`src/rtl/multicycle_controller_if.sv`:
```
// Control bundle between the multicycle controller and the shared datapath.
// The master side is the controller; the slave side is the datapath/IR.
interface multicycle_controller_if;
  logic [6:0] op;
  logic [2:0] funct3;
  logic       funct7b5;
  logic       Zero;
  logic       PCWrite;
  logic       AdrSrc;
  logic       MemWrite;
  logic       IRWrite;
  logic       RegWrite;
  logic [1:0] ResultSrc;
  logic [1:0] ALUSrcA;
  logic [1:0] ALUSrcB;
  logic [2:0] ALUControl;
  logic [1:0] ImmSrc;
  logic       InstrDone;
  logic [3:0] State;

  modport master (
    input  op, funct3, funct7b5, Zero,
    output PCWrite, AdrSrc, MemWrite, IRWrite, RegWrite, ResultSrc,
           ALUSrcA, ALUSrcB, ALUControl, ImmSrc, InstrDone, State
  );

  modport slave (
    output op, funct3, funct7b5, Zero,
    input  PCWrite, AdrSrc, MemWrite, IRWrite, RegWrite, ResultSrc,
           ALUSrcA, ALUSrcB, ALUControl, ImmSrc, InstrDone, State
  );
endinterface

```
`src/rtl/multicycle_controller.sv`:
```
// Main control FSM of the multicycle RISC-V core: steps the shared ALU, memory
// port and register file through fetch/decode/execute/memory/writeback phases.
module multicycle_controller (
  input  logic                          clk,
  input  logic                          reset,
  multicycle_controller_if.master       bus
);

  typedef enum logic [3:0] {
    S_FETCH    = 4'd0,
    S_DECODE   = 4'd1,
    S_MEMADR   = 4'd2,
    S_MEMREAD  = 4'd3,
    S_MEMWB    = 4'd4,
    S_MEMWRITE = 4'd5,
    S_EXECR    = 4'd6,
    S_ALUWB    = 4'd7,
    S_EXECI    = 4'd8,
    S_JAL      = 4'd9,
    S_BEQ      = 4'd10
  } state_e;

  typedef enum logic [1:0] {
    ALUOP_ADD   = 2'b00,
    ALUOP_SUB   = 2'b01,
    ALUOP_FUNCT = 2'b10
  } aluop_e;

  localparam logic [6:0] OP_LOAD  = 7'b0000011;
  localparam logic [6:0] OP_STORE = 7'b0100011;
  localparam logic [6:0] OP_RTYPE = 7'b0110011;
  localparam logic [6:0] OP_ITYPE = 7'b0010011;
  localparam logic [6:0] OP_JAL   = 7'b1101111;
  localparam logic [6:0] OP_BEQ   = 7'b1100011;

  state_e     state_q, state_d;
  state_e     dec_state;
  aluop_e     alu_op;
  logic       legal;
  logic       pc_write, adr_src, mem_write, ir_write, reg_write, instr_done;
  logic [1:0] result_src, alu_src_a, alu_src_b;
  logic [1:0] imm_src;
  logic [2:0] alu_ctl;

  always_ff @(posedge clk) begin
    if (!reset) state_q <= S_FETCH;
    else        state_q <= state_d;
  end

  // While reset is held the datapath sees the FETCH decode with enables gated off.
  assign dec_state = reset ? state_q : S_FETCH;

  always_comb begin
    state_d    = S_FETCH;
    alu_op     = ALUOP_ADD;
    legal      = 1'b1;
    pc_write   = 1'b0;
    adr_src    = 1'b0;
    mem_write  = 1'b0;
    ir_write   = 1'b0;
    reg_write  = 1'b0;
    instr_done = 1'b0;
    result_src = 2'b00;
    alu_src_a  = 2'b00;
    alu_src_b  = 2'b00;
    unique case (dec_state)
      S_FETCH: begin
        state_d    = S_DECODE;
        ir_write   = 1'b1;
        alu_src_b  = 2'b10;
        result_src = 2'b10;
        pc_write   = 1'b1;
      end
      S_DECODE: begin
        alu_src_a = 2'b01;
        alu_src_b = 2'b01;
        unique case (bus.op)
          OP_LOAD, OP_STORE: state_d = S_MEMADR;
          OP_RTYPE:          state_d = S_EXECR;
          OP_ITYPE:          state_d = S_EXECI;
          OP_JAL:            state_d = S_JAL;
          OP_BEQ:            state_d = S_BEQ;
          default: begin
            state_d    = S_FETCH;
            instr_done = 1'b1;
          end
        endcase
      end
      S_MEMADR: begin
        state_d   = bus.op[5] ? S_MEMWRITE : S_MEMREAD;
        alu_src_a = 2'b10;
        alu_src_b = 2'b01;
      end
      S_MEMREAD: begin
        state_d = S_MEMWB;
        adr_src = 1'b1;
      end
      S_MEMWB: begin
        result_src = 2'b01;
        reg_write  = 1'b1;
        instr_done = 1'b1;
      end
      S_MEMWRITE: begin
        adr_src    = 1'b1;
        mem_write  = 1'b1;
        instr_done = 1'b1;
      end
      S_EXECR: begin
        state_d   = S_ALUWB;
        alu_src_a = 2'b10;
        alu_op    = ALUOP_FUNCT;
      end
      S_EXECI: begin
        state_d   = S_ALUWB;
        alu_src_a = 2'b10;
        alu_src_b = 2'b01;
        alu_op    = ALUOP_FUNCT;
      end
      S_ALUWB: begin
        reg_write  = 1'b1;
        instr_done = 1'b1;
      end
      S_JAL: begin
        state_d   = S_ALUWB;
        alu_src_a = 2'b01;
        alu_src_b = 2'b10;
        pc_write  = 1'b1;
      end
      S_BEQ: begin
        alu_src_a  = 2'b10;
        alu_op     = ALUOP_SUB;
        pc_write   = bus.Zero;
        instr_done = 1'b1;
      end
      default: legal = 1'b0;
    endcase
  end

  always_comb begin
    alu_ctl = 3'b000;
    unique case (alu_op)
      ALUOP_SUB: alu_ctl = 3'b001;
      ALUOP_FUNCT: begin
        unique case (bus.funct3)
          3'b000:  alu_ctl = (bus.op[5] & bus.funct7b5) ? 3'b001 : 3'b000;
          3'b010:  alu_ctl = 3'b101;
          3'b110:  alu_ctl = 3'b011;
          3'b111:  alu_ctl = 3'b010;
          default: alu_ctl = 3'b000;
        endcase
      end
      default: alu_ctl = 3'b000;
    endcase
  end

  always_comb begin
    imm_src = 2'b00;
    unique case (bus.op)
      OP_STORE: imm_src = 2'b01;
      OP_BEQ:   imm_src = 2'b10;
      OP_JAL:   imm_src = 2'b11;
      default:  imm_src = 2'b00;
    endcase
  end

  assign bus.PCWrite    = pc_write & reset;
  assign bus.MemWrite   = mem_write & reset;
  assign bus.IRWrite    = ir_write & reset;
  assign bus.RegWrite   = reg_write & reset;
  assign bus.InstrDone  = instr_done & reset;
  assign bus.AdrSrc     = adr_src;
  assign bus.ResultSrc  = result_src;
  assign bus.ALUSrcA    = alu_src_a;
  assign bus.ALUSrcB    = alu_src_b;
  assign bus.ALUControl = alu_ctl;
  assign bus.ImmSrc     = legal ? imm_src : 2'b00;
  assign bus.State      = state_q;

endmodule

```
`src/flat_wrapper.sv`:
```
// flat-port wrapper written by rule: the top's interface ports become plain ports
module multicycle_controller_flat 
  (clk, reset, bus_op, bus_funct3, bus_funct7b5, bus_Zero, bus_PCWrite, bus_AdrSrc, bus_MemWrite, bus_IRWrite, bus_RegWrite, bus_ResultSrc, bus_ALUSrcA, bus_ALUSrcB, bus_ALUControl, bus_ImmSrc, bus_InstrDone, bus_State);
  multicycle_controller_if bus_i ();
  input  logic clk;
  input  logic reset;
  input wire logic [$bits(bus_i.op)-1:0] bus_op;
  input wire logic [$bits(bus_i.funct3)-1:0] bus_funct3;
  input wire logic [$bits(bus_i.funct7b5)-1:0] bus_funct7b5;
  input wire logic [$bits(bus_i.Zero)-1:0] bus_Zero;
  output wire logic [$bits(bus_i.PCWrite)-1:0] bus_PCWrite;
  output wire logic [$bits(bus_i.AdrSrc)-1:0] bus_AdrSrc;
  output wire logic [$bits(bus_i.MemWrite)-1:0] bus_MemWrite;
  output wire logic [$bits(bus_i.IRWrite)-1:0] bus_IRWrite;
  output wire logic [$bits(bus_i.RegWrite)-1:0] bus_RegWrite;
  output wire logic [$bits(bus_i.ResultSrc)-1:0] bus_ResultSrc;
  output wire logic [$bits(bus_i.ALUSrcA)-1:0] bus_ALUSrcA;
  output wire logic [$bits(bus_i.ALUSrcB)-1:0] bus_ALUSrcB;
  output wire logic [$bits(bus_i.ALUControl)-1:0] bus_ALUControl;
  output wire logic [$bits(bus_i.ImmSrc)-1:0] bus_ImmSrc;
  output wire logic [$bits(bus_i.InstrDone)-1:0] bus_InstrDone;
  output wire logic [$bits(bus_i.State)-1:0] bus_State;
  assign bus_i.op = bus_op;
  assign bus_i.funct3 = bus_funct3;
  assign bus_i.funct7b5 = bus_funct7b5;
  assign bus_i.Zero = bus_Zero;
  assign bus_PCWrite = bus_i.PCWrite;
  assign bus_AdrSrc = bus_i.AdrSrc;
  assign bus_MemWrite = bus_i.MemWrite;
  assign bus_IRWrite = bus_i.IRWrite;
  assign bus_RegWrite = bus_i.RegWrite;
  assign bus_ResultSrc = bus_i.ResultSrc;
  assign bus_ALUSrcA = bus_i.ALUSrcA;
  assign bus_ALUSrcB = bus_i.ALUSrcB;
  assign bus_ALUControl = bus_i.ALUControl;
  assign bus_ImmSrc = bus_i.ImmSrc;
  assign bus_InstrDone = bus_i.InstrDone;
  assign bus_State = bus_i.State;
  multicycle_controller u_core (.clk(clk), .reset(reset), .bus(bus_i));
endmodule
```
`config.mk`:
```
export PLATFORM = sky130hd
export DESIGN_NAME = multicycle_controller_flat
export DESIGN_NICKNAME = d
export VERILOG_FILES = /design/src/rtl/multicycle_controller_if.sv /design/src/rtl/multicycle_controller.sv /design/src/flat_wrapper.sv
export SDC_FILE = /design/constraint.sdc
export NUM_CORES = 1
export LEC_CHECK = 0
export CORE_MARGIN = 2
export CORE_UTILIZATION = 40
export DETAILED_ROUTE_END_ITERATION = 12
export GPL_TIMING_DRIVEN = 0
export PLACE_DENSITY = 0.95
export SETUP_SLACK_MARGIN = 0.15
export SLEW_MARGIN = 5
export SYNTH_ARGS = -nofsm -noshare
export SYNTH_HDL_FRONTEND = slang
export SYNTH_SLANG_ARGS = --single-unit
```
`constraint.sdc`:
```
create_clock -name clk -period 4.35 [get_ports clk]
set_clock_uncertainty 0.15 [all_clocks]
set_input_delay 0.87 -clock clk [delete_from_list [all_inputs] [get_ports clk]]
set_output_delay 0.87 -clock clk [all_outputs]
set_load 0.02 [all_outputs]
```
==> results.md, run 1 <==
* Status: complete, no violations
* Layout cell share with drive strength beyond 1 at 8.462%
* CP arrival at ~3000 ps
* CP startpoint: reset
* Ys flop type: dfxtp_1
* Pre-Repair DR Iteration Count at 4
* First-pass GRT wire length at roughly 2.9 mm
* Hold WS at between 500 and 600 ps
* CTS tree: yes
* Yosys top cell area share at between 10% and 20%
* Post-synth EDFFs at 0
* Initial DRC count at 13
* VDD IR max at between 0.1 and 0.15 mV
* RSZ-0062 raised after global routing: false
* Final WL at between 1.5 and 2 mm
* Relative slew slack at between 70% and 80%
* Syn avg cell area at between 6 and 7 um2
* Rows at 14
* Fin. max-slew vios at 0
* Cell taking the most area after synthesis: dfxtp_1
* Max-Cap Viols at 0
* # hold bufs at CTS at 0
* Yosys cell types at 34
* Met3 wire len at roughly 71 um
* Critical Path End: bus_ALUControl[0]
* Vias in the first global route at between 700 and 800
* ANT nets after route at 0
* Starting Density at approximately two fifths
* Critical path class: input pin to output pin
* Sequential share of the synthesized area at between 10% and 20%
* Combinational power share at about two fifths
* Io pins at 35
* Sequential share of power at 26.4%
* Async S/R FF share, synth at 0%
* Die Ht at 42.83 um
* Top cells by area, synth: dfxtp_1 13%, a21oi_1 6.6%, nand2b_1 6.2%
* DR vias at around 760
* Clk buf depth at 2
* Pwr dens at 147.6 mW/mm2
* Fmax at roughly 250 MHz
* Top Layer Used: met4
* Psw at between 40 and 50 uW
* IO buf count at 34
* Most frequent cells in the layout: 34 x clkdlybuf4s50_1, 10 x nor2_1, 8 x a21oi_1, 7 x nand2_1
* Post-DR wirelength/cell at ~11 um
* Setup crit start kind: input pin
* Switch share at 31.79%
* M1 WL at 722 um
* CTS sink count at 4
* Via/cell ratio at between 5 and 6
* Metal2 WL at roughly 840 um
* Gr usage total at about 21%
* Critical Path RT at 3330 ps
* Final worst path period need at between 4000 and 5000 ps
* Clk pwr share at about a third
* Final count of hold timing violations at 0
* Setup Buffers After CTS at 0
* Synth warn at 0
* Commonest non-fill, non-tap cell in the layout: clkdlybuf4s50_1
* Worst Tran Pin Value at 440.8 ps
* CTS resizes at 0
* Clock transition at the registers of the reported paths at around 40 ps
* Final period util at approximately 90%
* Die Wd at 42.83 um
* Later-pin clock latency in the skew report at ~250 ps
* DP HPWL at 1.374 mm
* Fillcell total at 130
* Cells after synthesis at 93
* Synthesis-to-layout area growth at 63.49%
* Die area at ~0.0018 mm2
* Register area at 80.08 um2
* Seq cells post-synth at 4
* Syn Std Cell Area at just over 600 um2
* Largest net degree at the start of global routing at 11
* Residual DRC at 0
* Reg2reg start: u_core.bus.State[2]
* Grt ovf at 0
* Placer Congestion at between 0.8 and 0.9
* CP Max Fanout at 10
* Reg2Reg Depth at 4
* Core area at approximately 0.0015 mm2
* Worst r2r dst: u_core.bus.State[1]
* Hold Path Class: register to register
* Cts bufs inserted at 3
* Setup TNS at 0 ps
* P_int at 99.23 uW
* Largest register FFs at 4
* Leak Pwr at 0.0003900 uW
* Setup violators final at 0
* Root cell of the clock tree: clkbuf_4
* Critical path capture point type: output pin
* H-tree Lvls at 1
* Total Nets Final at between 100 and 150
* Syn Nets at 109
* FF-to-FF setup slack at approximately 2900 ps
* Diodes inserted at 0
* Antenna violations before repair at 0
* Multi-input logic area at 473.0 um2
synth_stat cells, types with 2 or more instances:
master,instances
dfxtp_1,4
nor2_1,10
nor2b_1,4
a31oi_1,2
clkbuf_1,3
or2_2,2
xor2_1,2
nand2_1,7
o21ai_0,6
nor3_1,6
buf_2,4
nor4_1,3
ha_1,2
nand2b_1,6
a21oi_1,8
nor3b_1,2
inv_1,5
worst max-delay path, cell delays in order:
cell,delay (ps)
clkdlybuf4s50_1,480
clkbuf_1,310
nand2b_1,140
or2_2,310
ha_1,180
a31oi_1,130
nor2_1,50
clkdlybuf4s50_1,540
how the worst min path moves through the flow:
stage / startpoint / endpoint / slack, ps / cells past startpoint
global route: u_core.bus.State[2] / u_core.bus.State[1] / 660 / 4
finish: u_core.bus.State[2] / u_core.bus.State[1] / 580 / 4
CTS: u_core.bus.State[2] / u_core.bus.State[1] / 590 / 4
detailed placement: u_core.bus.State[2] / u_core.bus.State[1] / 580 / 4
global placement: u_core.bus.State[2] / u_core.bus.State[1] / 600 / 4
floorplan: u_core.bus.State[2] / u_core.bus.State[1] / 620 / 4
cells by family (layout without fill, tap and decap cells):
group / after synthesis / count (layout) / synth area share (%)
buf+inv: 12 / 49 / 8.299
simple gates: 49 / 49 / 47.72
compound gates: 23 / 23 / 22.20
xor+xnor: 3 / 3 / 4.358
flops: 4 / 4 / 13.28
fa+ha+maj: 2 / 2 / 4.149
layer usage:
metal	track usage, %	vias up
li1	-	406
met1	24.81	327
met2	35.15	23
met3	2.553	3
met4	11.25	0
met5	0	-
layout make-up:
| class | count | area share, % |
|---|---|---|
| multi-input combinational | 77 | 47.97 |
| clock buffer | 3 | 2.284 |
| tap | 16 | 2.030 |
| inverter | 5 | 1.904 |
| buffer | 7 | 3.173 |
| timing repair buffer | 34 | 34.52 |
| sequential | 4 | 8.122 |
power by group through the flow:
| stage | clock network [uW] | registers, uW | logic (uW) |
|---|---|---|---|
| finish | 48.7 | 38.4 | 58.4 |
| global route | 52.1 | 38.6 | 63.6 |
| CTS | 50.1 | 38.4 | 58.8 |
| detailed placement | 0 | 39.0 | 58.6 |
| global placement | 0 | 38.9 | 57.4 |
| floorplan | 0 | 40.2 | 27.4 |
through the flow:
| step | power (uW) | instance area (um2) | setup WS [ps] | cells | utilization (%) |
|---|---|---|---|---|---|
| floorplan | 67.53 | 603.1 | 1223 | 93 | - |
| global placement | 96.36 | 963.4 | 324.9 | 143 | 66.27 |
| detailed placement | 97.62 | 963.4 | 303.7 | 143 | 66.27 |
| CTS | 147.3 | 985.9 | 295.7 | 146 | 67.81 |
| global route | 154.3 | 985.9 | 178.1 | 146 | 67.81 |
| finish | 145.5 | 985.9 | 317.8 | 146 | 67.81 |
Power figures use the tool's default switching activity.
==> run 2: changes to the inputs <==
Settings changed: SETUP_SLACK_MARGIN 0.15 to 0.1.
==> results of run 2 <==
Same layout as run 1: the final DEF is identical, and so are final timing and power.
